**src/rtl/time_date_setter.sv**
```systemverilog
// Time/date entry: snapshots the live counter, lets the user edit one field at a time
// with mode/inc/dec buttons, keeps the day legal for the month/year, then pulses load.
module time_date_setter #(
  parameter int unsigned YEAR_W    = 14,
  parameter int unsigned YEAR_MAX  = 9999,
  parameter int unsigned YEAR_INIT = 2024
) (
  input  logic              i_clk,
  input  logic              i_rst,
  input  logic              i_mode_btn,
  input  logic              i_inc_btn,
  input  logic              i_dec_btn,
  input  logic [5:0]        i_cur_sec,
  input  logic [5:0]        i_cur_min,
  input  logic [4:0]        i_cur_hour,
  input  logic [4:0]        i_cur_day,
  input  logic [3:0]        i_cur_month,
  input  logic [YEAR_W-1:0] i_cur_year,
  output logic [5:0]        o_set_sec,
  output logic [5:0]        o_set_min,
  output logic [4:0]        o_set_hour,
  output logic [4:0]        o_set_day,
  output logic [3:0]        o_set_month,
  output logic [YEAR_W-1:0] o_set_year,
  output logic              o_load,
  output logic              o_editing,
  output logic [2:0]        o_field_sel
);

  localparam logic [YEAR_W-1:0] YearMax  = YEAR_W'(YEAR_MAX);
  localparam logic [YEAR_W-1:0] YearInit = YEAR_W'(YEAR_INIT);

  typedef enum logic [2:0] {
    StIdle, StYear, StMonth, StDay, StHour, StMin, StSec, StCommit
  } state_e;

  state_e r_state, w_state_d;

  logic r_mode_q, r_inc_q, r_dec_q;
  logic [5:0]        r_sec, r_min, w_sec_d, w_min_d;
  logic [4:0]        r_hour, r_day, w_hour_d, w_day_d;
  logic [3:0]        r_month, w_month_d;
  logic [YEAR_W-1:0] r_year, w_year_d;

  // Days in month, Gregorian leap rule.
  function automatic logic [4:0] f_dim(input logic [3:0] m, input logic [YEAR_W-1:0] y);
    logic leap;
    leap = (y[1:0] == 2'b00) &&
           (((y % YEAR_W'(100)) != '0) || ((y % YEAR_W'(400)) == '0));
    case (m)
      4'd4, 4'd6, 4'd9, 4'd11: f_dim = 5'd30;
      4'd2:                    f_dim = leap ? 5'd29 : 5'd28;
      default:                 f_dim = 5'd31;
    endcase
  endfunction

  function automatic logic [4:0] f_clamp(input logic [4:0] d, input logic [4:0] dim);
    f_clamp = (d > dim) ? dim : d;
  endfunction

  logic w_mode_edge, w_inc_edge, w_dec_edge, w_inc, w_dec;
  assign w_mode_edge = i_mode_btn & ~r_mode_q;
  assign w_inc_edge  = i_inc_btn & ~r_inc_q;
  assign w_dec_edge  = i_dec_btn & ~r_dec_q;
  // Mode wins over inc/dec; simultaneous inc and dec cancel.
  assign w_inc = w_inc_edge & ~w_dec_edge & ~w_mode_edge;
  assign w_dec = w_dec_edge & ~w_inc_edge & ~w_mode_edge;

  // Sanitised snapshot of the live counter; bad fields fall back to reset defaults.
  logic [5:0]        w_cap_sec, w_cap_min;
  logic [4:0]        w_cap_hour, w_cap_day, w_cap_dim, w_cur_dim;
  logic [3:0]        w_cap_month;
  logic [YEAR_W-1:0] w_cap_year;
  assign w_cap_sec   = (i_cur_sec > 6'd59) ? 6'd0 : i_cur_sec;
  assign w_cap_min   = (i_cur_min > 6'd59) ? 6'd0 : i_cur_min;
  assign w_cap_hour  = (i_cur_hour > 5'd23) ? 5'd0 : i_cur_hour;
  assign w_cap_month = ((i_cur_month == 4'd0) || (i_cur_month > 4'd12)) ? 4'd1 : i_cur_month;
  assign w_cap_year  = (i_cur_year > YearMax) ? YearInit : i_cur_year;
  assign w_cap_dim   = f_dim(w_cap_month, w_cap_year);
  assign w_cap_day   = ((i_cur_day == 5'd0) || (i_cur_day > w_cap_dim)) ? 5'd1 : i_cur_day;
  assign w_cur_dim   = f_dim(r_month, r_year);

  // State, shadow fields and button history.
  always_ff @(posedge i_clk) begin
    if (i_rst) begin
      r_state  <= StIdle;
      r_mode_q <= 1'b0;
      r_inc_q  <= 1'b0;
      r_dec_q  <= 1'b0;
      r_sec    <= 6'd0;
      r_min    <= 6'd0;
      r_hour   <= 5'd0;
      r_day    <= 5'd1;
      r_month  <= 4'd1;
      r_year   <= YearInit;
    end else begin
      r_state  <= w_state_d;
      r_mode_q <= i_mode_btn;
      r_inc_q  <= i_inc_btn;
      r_dec_q  <= i_dec_btn;
      r_sec    <= w_sec_d;
      r_min    <= w_min_d;
      r_hour   <= w_hour_d;
      r_day    <= w_day_d;
      r_month  <= w_month_d;
      r_year   <= w_year_d;
    end
  end

  // Edit sequence: one field per mode edge, single-cycle commit.
  always_comb begin
    w_state_d = r_state;
    case (r_state)
      StIdle:   if (w_mode_edge) w_state_d = StYear;
      StYear:   if (w_mode_edge) w_state_d = StMonth;
      StMonth:  if (w_mode_edge) w_state_d = StDay;
      StDay:    if (w_mode_edge) w_state_d = StHour;
      StHour:   if (w_mode_edge) w_state_d = StMin;
      StMin:    if (w_mode_edge) w_state_d = StSec;
      StSec:    if (w_mode_edge) w_state_d = StCommit;
      default:  w_state_d = StIdle;
    endcase
  end

  // Shadow field updates: capture on entry, wrap inc/dec, re-clamp day on year/month change.
  always_comb begin
    w_sec_d   = r_sec;
    w_min_d   = r_min;
    w_hour_d  = r_hour;
    w_day_d   = r_day;
    w_month_d = r_month;
    w_year_d  = r_year;
    if (r_state == StIdle) begin
      if (w_mode_edge) begin
        w_sec_d   = w_cap_sec;
        w_min_d   = w_cap_min;
        w_hour_d  = w_cap_hour;
        w_day_d   = w_cap_day;
        w_month_d = w_cap_month;
        w_year_d  = w_cap_year;
      end
    end else if (w_inc || w_dec) begin
      case (r_state)
        StYear: begin
          if (w_inc) w_year_d = (r_year == YearMax) ? '0 : r_year + 1'b1;
          else       w_year_d = (r_year == '0) ? YearMax : r_year - 1'b1;
          w_day_d = f_clamp(r_day, f_dim(r_month, w_year_d));
        end
        StMonth: begin
          if (w_inc) w_month_d = (r_month == 4'd12) ? 4'd1 : r_month + 4'd1;
          else       w_month_d = (r_month == 4'd1) ? 4'd12 : r_month - 4'd1;
          w_day_d = f_clamp(r_day, f_dim(w_month_d, r_year));
        end
        StDay: begin
          if (w_inc) w_day_d = (r_day >= w_cur_dim) ? 5'd1 : r_day + 5'd1;
          else       w_day_d = (r_day <= 5'd1) ? w_cur_dim : r_day - 5'd1;
        end
        StHour: begin
          if (w_inc) w_hour_d = (r_hour == 5'd23) ? 5'd0 : r_hour + 5'd1;
          else       w_hour_d = (r_hour == 5'd0) ? 5'd23 : r_hour - 5'd1;
        end
        StMin: begin
          if (w_inc) w_min_d = (r_min == 6'd59) ? 6'd0 : r_min + 6'd1;
          else       w_min_d = (r_min == 6'd0) ? 6'd59 : r_min - 6'd1;
        end
        StSec: begin
          if (w_inc) w_sec_d = (r_sec == 6'd59) ? 6'd0 : r_sec + 6'd1;
          else       w_sec_d = (r_sec == 6'd0) ? 6'd59 : r_sec - 6'd1;
        end
        default: ;
      endcase
    end
  end

  // Field select for display blinking; nothing selected in idle or commit.
  always_comb begin
    o_field_sel = 3'd0;
    case (r_state)
      StYear:  o_field_sel = 3'd1;
      StMonth: o_field_sel = 3'd2;
      StDay:   o_field_sel = 3'd3;
      StHour:  o_field_sel = 3'd4;
      StMin:   o_field_sel = 3'd5;
      StSec:   o_field_sel = 3'd6;
      default: o_field_sel = 3'd0;
    endcase
  end

  assign o_load      = (r_state == StCommit);
  assign o_editing   = (r_state != StIdle);
  assign o_set_sec   = r_sec;
  assign o_set_min   = r_min;
  assign o_set_hour  = r_hour;
  assign o_set_day   = r_day;
  assign o_set_month = r_month;
  assign o_set_year  = r_year;

endmodule

```
**config.mk**
```make
export PLATFORM = sky130hd
export DESIGN_NAME = time_date_setter
export DESIGN_NICKNAME = d
export VERILOG_FILES = /design/src/rtl/time_date_setter.sv
export SDC_FILE = /design/constraint.sdc
export NUM_CORES = 1
export LEC_CHECK = 0
export ABC_AREA = 1
export CAP_MARGIN = 20
export CORE_MARGIN = 2
export CORE_UTILIZATION = 53
export CTS_CLUSTER_DIAMETER = 80
export DETAILED_ROUTE_END_ITERATION = 6
export MAX_ROUTING_LAYER = met4
export PLACE_DENSITY_LB_ADDON = 0.3
export SLEW_MARGIN = 20
export SYNTH_ARGS = -nofsm -noshare
export SYNTH_HDL_FRONTEND = slang
export SYNTH_SLANG_ARGS = --single-unit
```
**constraint.sdc**
```tcl
create_clock -name i_clk -period 8.2 [get_ports i_clk]
set_input_delay 2.46 -clock i_clk [delete_from_list [all_inputs] [get_ports i_clk]]
set_output_delay 2.46 -clock i_clk [all_outputs]
set_load 0.01 [all_outputs]
```
# ---- Word level (Yosys, flattened, before mapping)
# Index checks and enable logic that the tools add are counted.
dict set report op_classes {
  add_sub_neg 12
  div 6
  n_lt_le_gt_ge 10
  n_eq_ne 37
  muxes 78
  n_bitwise 13
  reduce_logical 43
}
# operator n
set op_table {}
lappend op_table {{$mux 14} 11}
lappend op_table {{$mux 5} 23}
lappend op_table {{$mux 6} 16}
lappend op_table {{$logic_not 14->1} 4}
lappend op_table {{$mux 4} 11}
lappend op_table {{$mod 14x7->14 const B} 3}
lappend op_table {{$mod 14x9->14 const B} 3}
lappend op_table {{$reduce_bool 14->1} 3}
lappend op_table {{$eq 4x4->1 const B} 7}
lappend op_table {{$eq 4x3->1 const B} 6}
lappend op_table {{$mux 3} 7}
lappend op_table {{$pmux 3 s7} 1}
lappend op_table {{$pmux 3 s6} 1}
lappend op_table {{$pmux 2 s2} 4}
lappend op_table {{$gt 5x5->1} 3}
lappend op_table {{$pmux 5 s3} 1}
lappend op_table {{$reduce_and 3->1} 5}
lappend op_table {{$add 14x1->14 const B} 1}
lappend op_table {{$eq 14x14->1 const B} 1}
lappend op_table {{$gt 14x14->1 const B} 1}
lappend op_table {{$ne 2x2->1 const B} 7}
lappend op_table {{$sub 14x1->14 const B} 1}
lappend op_table {{$add 6x1->6 const B} 2}
lappend op_table {{$eq 3x3->1 const B} 4}
lappend op_table {{other kinds (33)} 73}
dict set report word_totals {
  regBits 46
  inputBits 45
  output_inout_bits 45
  word_cells 209
}

# ---- Depth between registers and ports, before layout
# Gate-level depths: netlist of run 1.
dict set report depth {
  ltp_word 23
  ltp_mapped 65
  depth_no_buf 65
}

# ---- Worst setup path before layout of run 1
# OpenSTA, ideal clock, no wires.
dict set report synth_timing {
  path_type {input -> register}
  start {input i_cur_year[4]}
  end {register r_day[3] (netlist: o_set_day[3])}
  setup_time_ps 129
  arrival_time_ps 7721
  t_required_ps 8071
  setup_slack_ps 350
  cell_stages 57
  path_buffers 0
  path_cell_list {nor2_1 -> nand2_1 -> nand2_1 -> nand2_2 -> nand2_4 -> nand2_1 -> nor2_1 -> nand2_2 -> nand2_2 -> nand2_2 -> nand2_2 -> nor2_2 -> nand2_1 -> nand2_2 -> inv_2 -> nand2_2 -> o21ai_2 -> inv_2 -> [... 21 more ...] -> nand2_1 -> inv_1 -> ha_1 -> nor2_1 -> nand3_2 -> nand2_2 -> nand2_2 -> nand2_1 -> nand3_1 -> nor2_1 -> nand2_1 -> nand2_1 -> a21oi_1 -> ha_1 -> a211oi_1 -> nor2_1 -> a211oi_1 -> a211oi_1}
}
dict set report synth_between {
  elab_chain_len 13
  word_cells_on_any_way 16
  classes_between {2 x div; 2 x order compare; 6 x mux; 6 x reduce/logical}
}
# element line_no
set synth_lines {}
lappend synth_lines {{start: declaration} 18} ;# input logic [YEAR_W-1:0] i_cur_year,
lappend synth_lines {{$gt 14x14->1} 78} ;# assign w_cap_year = (i_cur_year > YearMax) ? YearInit : i_cur_year;
lappend synth_lines {{$mux 14 (*)} 78}
lappend synth_lines {{$mod 14x7->14 / $mod 14x9->14 (equally long branches)} 49} ;# (((y % YEAR_W'(100)) != '0) || ((y % YEAR_W'(400)) == '0));
lappend synth_lines {{$reduce_bool 14->1 / $logic_not 14->1 (equally long branches)} 49}
lappend synth_lines {{$logic_or 1x1->1} 49}
lappend synth_lines {{$logic_and 1x1->1 (*)} 48} ;# leap = (y[1:0] == 2'b00) &&
lappend synth_lines {{$mux 1 (*)} 52} ;# 4'd2: f_dim = leap ? 5'd29 : 5'd28;
lappend synth_lines {{$pmux 2 s2 (*)} 50} ;# case (m)
lappend synth_lines {{$gt 5x5->1 (*)} 80} ;# assign w_cap_day = ((i_cur_day == 5'd0) || (i_cur_day > w_cap_dim)) ? 5'd1 : i_cur_day;
lappend synth_lines {{$logic_or 1x1->1 (*)} 80}
lappend synth_lines {{$mux 5 (*)} 80}
lappend synth_lines {{$mux 5 (*)} 134} ;# if (w_mode_edge) begin
lappend synth_lines {{$mux 5 (*)} 133} ;# if (r_state == StIdle) begin
lappend synth_lines {{end signal: assignment} 104} ;# r_day <= w_day_d;
lappend synth_lines {{end: declaration} 41} ;# logic [4:0] r_hour, r_day, w_hour_d, w_day_d;
# Mark *: on every way between the ends. The rest lies on a longest branch, timed or not. The select of a mux whose other input is x is not followed.
# A chain may end at the register's enable or synchronous reset.

# ---- Worst setup path after layout of run 1
# Ends and elaborated chain as after synthesis.

==> results of run 1 <==
==> what timing repair did <==
| action | in CTS | in global routing |
|---|---|---|
| pin swaps | 7 | 103 |
| endpoints found under the setup margin | 5 | 5 |
| gates resized for setup | 11 | 181 |
| hold endpoints to repair | 0 | 0 |
| buffers inserted | 0 | 15 |
==> registers in the layout, indices dropped and copies added, names as in the netlist <==
| name | cells |
|---|---|
| r_mode_q | 1 |
| o_set_month | 4 |
| o_set_day | 5 |
| r_dec_q | 1 |
| o_set_hour | 5 |
| o_set_year | 14 |
| o_set_min | 6 |
| r_inc_q | 1 |
| o_set_sec | 6 |
| r_state | 3 |
==> layer usage <==
layer | part of all wire | global-route usage
met5 | 0 | -
met3 | 0.063 | 0.0276
met1 | 0.42 | 0.360
met2 | 0.49 | 0.501
met4 | 0.030 | 0.0730
==> through the flow <==
step           cell area (sq um)  instances  setup TNS, ns
2_1_floorplan               7890       1357              0
3_3_place_gp                9710       1712         -0.627
3_5_place_dp                9710       1712          -2.15
4_1_cts                     9900       1719              0
5_1_grt                    10600       1734          -1.25
6_report                   10600       1734              0
==> worst min-delay path, cell delays in order, from the launching register on <==
cell and delay (ns):
dfxtp_1 0.35, nand2_1 0.08, a21oi_1 0.05
==> report_power, final <==
part | leakage, nW | switching (mW) | internal, mW
Sequential | 0.380 | 0.0805 | 0.258
Combinational | 4.72 | 2.72 | 1.68
Clock | 0.0619 | 0.0991 | 0.112
==> cell families (layout without fill, tap and decap cells) <==
group / Yosys count / in the layout / share of synthesized area
AOI/OAI and AO/OA: 236 / 236 / 0.176
xor gates and xnor gates: 43 / 43 / 0.0477
adders and majority gates: 27 / 27 / 0.0428
buffers and inverters: 217 / 410 / 0.108
DFF: 46 / 46 / 0.117
and+or+nand+nor: 788 / 788 / 0.509
==> final cells by class <==
cell class	count	area share
flip-flops and latches	46	0.0866
well taps	184	0.0217
repair buffers	216	0.175
inverters	187	0.0677
clock buffers	5	0.0118
multi-input cells	1094	0.635
clock inverters	2	0.00141
==> layout by cell type, fill, tap and decap left out, types with 31 or more instances in the layout <==
cell type,synthesis,routed
xor2_1,33,31
nand3_1,125,112
nand2_1,315,276
nand4_1,31,31
a21oi_1,71,66
o21ai_0,78,70
clkdlybuf4s50_1,0,76
nand2_4,24,56
inv_1,154,147
nor2_1,124,107
nand2_2,87,93
dfxtp_1,46,46
buf_4,2,125
==> how the worst max path moves through the flow <==
stage | from | end | slack [ns] | depth (start not counted)
floorplan | i_cur_year[4] | o_set_day[3] | 0.35 | 57
global placement | i_cur_year[6] | o_set_day[3] | -0.20 | 58
detailed placement | i_cur_year[4] | o_set_day[3] | -0.51 | 58
CTS | i_cur_year[4] | o_set_day[3] | 0.005 | 58
global route | i_cur_year[10] | o_set_day[3] | -0.33 | 57
finish | i_cur_year[4] | o_set_day[3] | 0.05 | 54
==> impl_metrics.env, run 1 <==
export IMPL_setup_viol=0
export IMPL_finalHoldViolCount=0
export IMPL_cp_slowest_cell="or2_4"
export IMPL_finalWorstSetupSlack_ns=0.0546
export IMPL_drive_gt1_frac=0.279
export IMPL_worstMarginPinSlew_ns=0.809
export IMPL_synth_common_cells="nand2_1 (315), inv_1 (154), nand3_1 (125)"
export IMPL_startpoint_type="input port"
export IMPL_critPathKind="input port to flip-flop"
export IMPL_wl_mm=25.7
export IMPL_dp_hpwl_mm=17.7
export IMPL_core_rowCount=44
export IMPL_clk_pin_slew_worst_paths_ns=0.07
export IMPL_cts_buffer_depth=2
export IMPL_power_density_mw_per_mm2=465
export IMPL_vdd_drop_max_v=0.000359
export IMPL_ys_warnings_count=0
export IMPL_hold_end="o_set_min[5]"
export IMPL_min_path_cells=2
export IMPL_timing_max_cap_violations=0
export IMPL_r2r_end="o_set_day[3]"
export IMPL_synth_area_sq_mm=0.00789
export IMPL_io_buffers=89
export IMPL_async_flop_share=0
export IMPL_nets=1622
export IMPL_ctsHoldBuffers=0
export IMPL_reg2reg_slack_ns=1.40
export IMPL_whs_ns=0.526
export IMPL_cp_arrival_ns=8.32
export IMPL_n_fill_cell=1193
export IMPL_syn_inst=1357
export IMPL_path_buf_inv=9
export IMPL_cts_buffers=5
export IMPL_htreeDepth=2
export IMPL_synth_top_cell_by_area="nand2_1"
export IMPL_grt_overflow=0
export IMPL_dieArea_sq_mm=0.0159
export IMPL_drc=0
export IMPL_finClkSkew_ns=0.00530
export IMPL_synth_nets=1429
export IMPL_area_delta_synth_final_pct=34.8
export IMPL_antenna_found_initial=0
export IMPL_num_vias=9899
export IMPL_ios=90
export IMPL_preCtsSetupSlack_ns=-0.514
export IMPL_synthTopCellsByArea="nand2_1 (15%), dfxtp_1 (12%), nand3_1 (7.9%), inv_1 (7.3%), nand2_2 (6.9%)"
export IMPL_r2r_start="o_set_year[0]"
export IMPL_multi_input_area_sq_mm=0.00676
export IMPL_path_common_cell="nand2_2"
export IMPL_synth_most_common_cell="nand2_1"
export IMPL_antenna_cells=0
export IMPL_synth_seq_cells=46
export IMPL_total_power_mw=4.95
export IMPL_dr_first_iter_drc_count=870
export IMPL_syn_avg_cell_area_sq_um=5.81
export IMPL_rsz0062_at_grt="true"
export IMPL_required_ns=8.37
export IMPL_die_w_um=126
export IMPL_regArea_sq_um=921
export IMPL_period_needed_ns=8.15
export IMPL_max_stage_delay_ns=0.29
export IMPL_grt_first_pass_wirelength_mm=38.6
export IMPL_wl_per_cell_um=14.8
export IMPL_outcome="complete, no violations"
export IMPL_grt_pass1_vias=8719
export IMPL_cp_max_fo=8
export IMPL_track_usage=0.288
export IMPL_root_buffer="clkbuf_16"
export IMPL_drt_vias_per_instance=5.71
export IMPL_p_leak_nw=5.16
export IMPL_cts_tree="built"
export IMPL_drv_slew=0
export IMPL_first_pass_iters=6
export IMPL_slew_headroom=0.457
export IMPL_die_y_um=126
export IMPL_fmax_ghz=0.123
export IMPL_clkLatencyLatePin_ns=0.30
export IMPL_ant_nets=0
export IMPL_gp_congestion=0.975
export IMPL_synth_top_flop_cell="dfxtp_1"
export IMPL_grt_max_degree=37
export IMPL_fin_util=0.732
export IMPL_r2r_cells=51
export IMPL_clkSinkCount=46
export IMPL_core_area_sq_mm=0.0145
export IMPL_ys_types=54
export IMPL_period_share=0.993
export IMPL_synth_edf_count=0
export IMPL_seq_area_frac_synth=0.117
export IMPL_initial_core_util=0.543
export IMPL_hold_path_startpoint="o_set_min[5]"
export IMPL_setup_worst_path_end_class="flip-flop"
export IMPL_cp_top_family="simple AND/OR/NAND/NOR gates"
export IMPL_hold_path_class="flip-flop to flip-flop"
export IMPL_synth_top_cell_area_share=0.150
Power figures use the tool's default switching activity.
==> inputs of run 2 (changes only) <==
--- a/config.mk
+++ b/config.mk
@@ -13,6 +13,7 @@
 export DETAILED_ROUTE_END_ITERATION = 6
 export MAX_ROUTING_LAYER = met4
 export PLACE_DENSITY_LB_ADDON = 0.3
+export SKIP_CTS_REPAIR_TIMING = 1
 export SLEW_MARGIN = 20
 export SYNTH_ARGS = -nofsm -noshare
 export SYNTH_HDL_FRONTEND = slang
==> run 2 against run 1 <==
Compared with the run above: sequential power is essentially flat; cell area is 0.31% higher; die area stayed put; critical path type unchanged; largest power group unchanged.
==> impl_metrics.env, run 2 (synthesized netlist as in run 1, its figures left out) <==
export IMPL_outcome="complete, no violations"
export IMPL_grt_pass1_vias=8662
export IMPL_ant_nets=0
export IMPL_slew_headroom=0.453
export IMPL_finClkSkew_ns=0.00514
export IMPL_dp_hpwl_mm=17.7
export IMPL_first_pass_iters=5
export IMPL_r2r_start="o_set_year[0]"
export IMPL_dieArea_sq_mm=0.0159
export IMPL_largest_register_ffs=14
export IMPL_switching_power_mw=2.98
export IMPL_cp_top_family="simple AND/OR/NAND/NOR gates"
export IMPL_dr_first_iter_drc_count=822
export IMPL_antenna_cells=0
export IMPL_n_fill_cell=1180
export IMPL_cp_startpoint="i_cur_year[4]"
export IMPL_nets=1621
export IMPL_timing_max_cap_violations=0
export IMPL_htreeDepth=2
export IMPL_max_stage_delay_ns=0.28
export IMPL_die_w_um=126
export IMPL_grt_first_pass_wirelength_mm=38.4
export IMPL_core_rowCount=44
export IMPL_p_leak_nw=5.16
export IMPL_p_seq_frac=0.067
export IMPL_cts_buffer_depth=2
export IMPL_clk_pin_slew_worst_paths_ns=0.07
export IMPL_path_common_cell="nand2_2"
export IMPL_setup_worst_path_end_class="flip-flop"
export IMPL_hold_path_class="flip-flop to flip-flop"
export IMPL_fin_setup_tns_ns=0
export IMPL_swShare=0.586
export IMPL_required_ns=8.41
export IMPL_num_vias=9853
export IMPL_clkLatencyLatePin_ns=0.30
export IMPL_total_power_mw=5.08
export IMPL_final_cell_mix="nand2_1 (276), inv_1 (149), buf_4 (124)"
export IMPL_cp_arrival_ns=8.34
export IMPL_antenna_found_initial=0
export IMPL_wl_per_cell_um=14.7
export IMPL_drt_vias_per_instance=5.69
export IMPL_cts_tree="built"
export IMPL_fin_util=0.734
export IMPL_drive_gt1_frac=0.278
export IMPL_min_path_cells=2
export IMPL_finalWorstSetupSlack_ns=0.0684
export IMPL_fmax_ghz=0.123
export IMPL_finalHoldViolCount=0
export IMPL_root_buffer="clkbuf_16"
export IMPL_cp_max_fo=6
export IMPL_wl_mm=25.4
export IMPL_period_share=0.992
export IMPL_track_usage=0.287
export IMPL_hold_path_startpoint="o_set_min[5]"
export IMPL_power_density_mw_per_mm2=476
export IMPL_io_buffers=89
export IMPL_p_clk_frac=0.041
export IMPL_cts_buffers=5
export IMPL_p_int_mw=2.10
export IMPL_die_y_um=126
export IMPL_grt_max_degree=37
export IMPL_grt_overflow=0
export IMPL_reg2reg_slack_ns=1.42
export IMPL_r2r_end="o_set_day[3]"
export IMPL_cp_slowest_cell="xnor2_1"
export IMPL_drv_slew=0
export IMPL_period_needed_ns=8.13
export IMPL_gp_congestion=0.975
export IMPL_ios=90
export IMPL_setup_viol=0
export IMPL_layout_commonest_cell="nand2_1"
export IMPL_worstMarginPinSlew_ns=0.816
export IMPL_vdd_drop_max_v=0.000382
export IMPL_startpoint_type="input port"
export IMPL_path_buf_inv=9
export IMPL_critPathKind="input port to flip-flop"
export IMPL_initial_core_util=0.543
export IMPL_area_delta_synth_final_pct=35.2
export IMPL_preCtsSetupSlack_ns=-0.514
export IMPL_core_area_sq_mm=0.0145
export IMPL_hold_end="o_set_min[5]"
export IMPL_rsz0062_at_grt="true"
export IMPL_power_frac_comb=0.892
export IMPL_clkSinkCount=46
export IMPL_drc=0
export IMPL_r2r_cells=52
## run 2: power groups by stage
| stage | clock network (mW) | registers [mW] | logic, mW |
|---|---|---|---|
| after floorplan | 0 | 0.318 | 2.92 |
| after global placement | 0 | 0.339 | 3.77 |
| after detailed placement | 0 | 0.340 | 3.87 |
| after CTS | 0.210 | 0.336 | 3.88 |
| after global routing | 0.219 | 0.344 | 5.02 |
| final | 0.211 | 0.339 | 4.53 |
## run 2: worst register-to-register path, delay by kind of cell, from the launching register on
| family | cells | cell delay [ns] |
|---|---|---|
| buf+inv | 2 | 0.19 |
| compound gates | 7 | 1.21 |
| fa+ha+maj | 2 | 0.59 |
| simple gates | 41 | 4.12 |
| flops | 1 | 0.53 |
## run 2: layout make-up
type | count | area (sq um) | area share
Multi-Input combinational cell | 1094 | 6800 | 0.637
Timing Repair Buffer | 215 | 1860 | 0.174
Sequential cell | 46 | 921 | 0.0863
Inverter | 187 | 717 | 0.0672
Tap cell | 184 | 230 | 0.0216
Clock buffer | 5 | 125 | 0.0117
Clock inverter | 2 | 15.0 | 0.00141
## run 2: worst max path at each step
stage	endpoint	slack [ns]	depth (start not counted)
after floorplan	o_set_day[3]	0.35	57
after global placement	o_set_day[3]	-0.20	58
after detailed placement	o_set_day[3]	-0.51	58
after CTS	o_set_day[3]	-0.22	58
after global routing	o_set_day[3]	-0.35	60
final	o_set_day[3]	0.07	55
## run 2: per-stage QoR
stage               cell area, sq um  hold WS (ns)  instances
floorplan                       7890         0.515       1357
global placement                9710         0.503       1712
detailed placement              9710         0.512       1712
CTS                             9850         0.525       1719
global route                   10700         0.545       1733
finish                         10700         0.531       1733
## run 2: metal layers
metal | routed length [um] | share of wire | track usage
met5 | 0 | 0 | -
met4 | 835 | 0.033 | 0.0711
met3 | 1610 | 0.063 | 0.0268
met2 | 12600 | 0.49 | 0.496
met1 | 10400 | 0.41 | 0.360
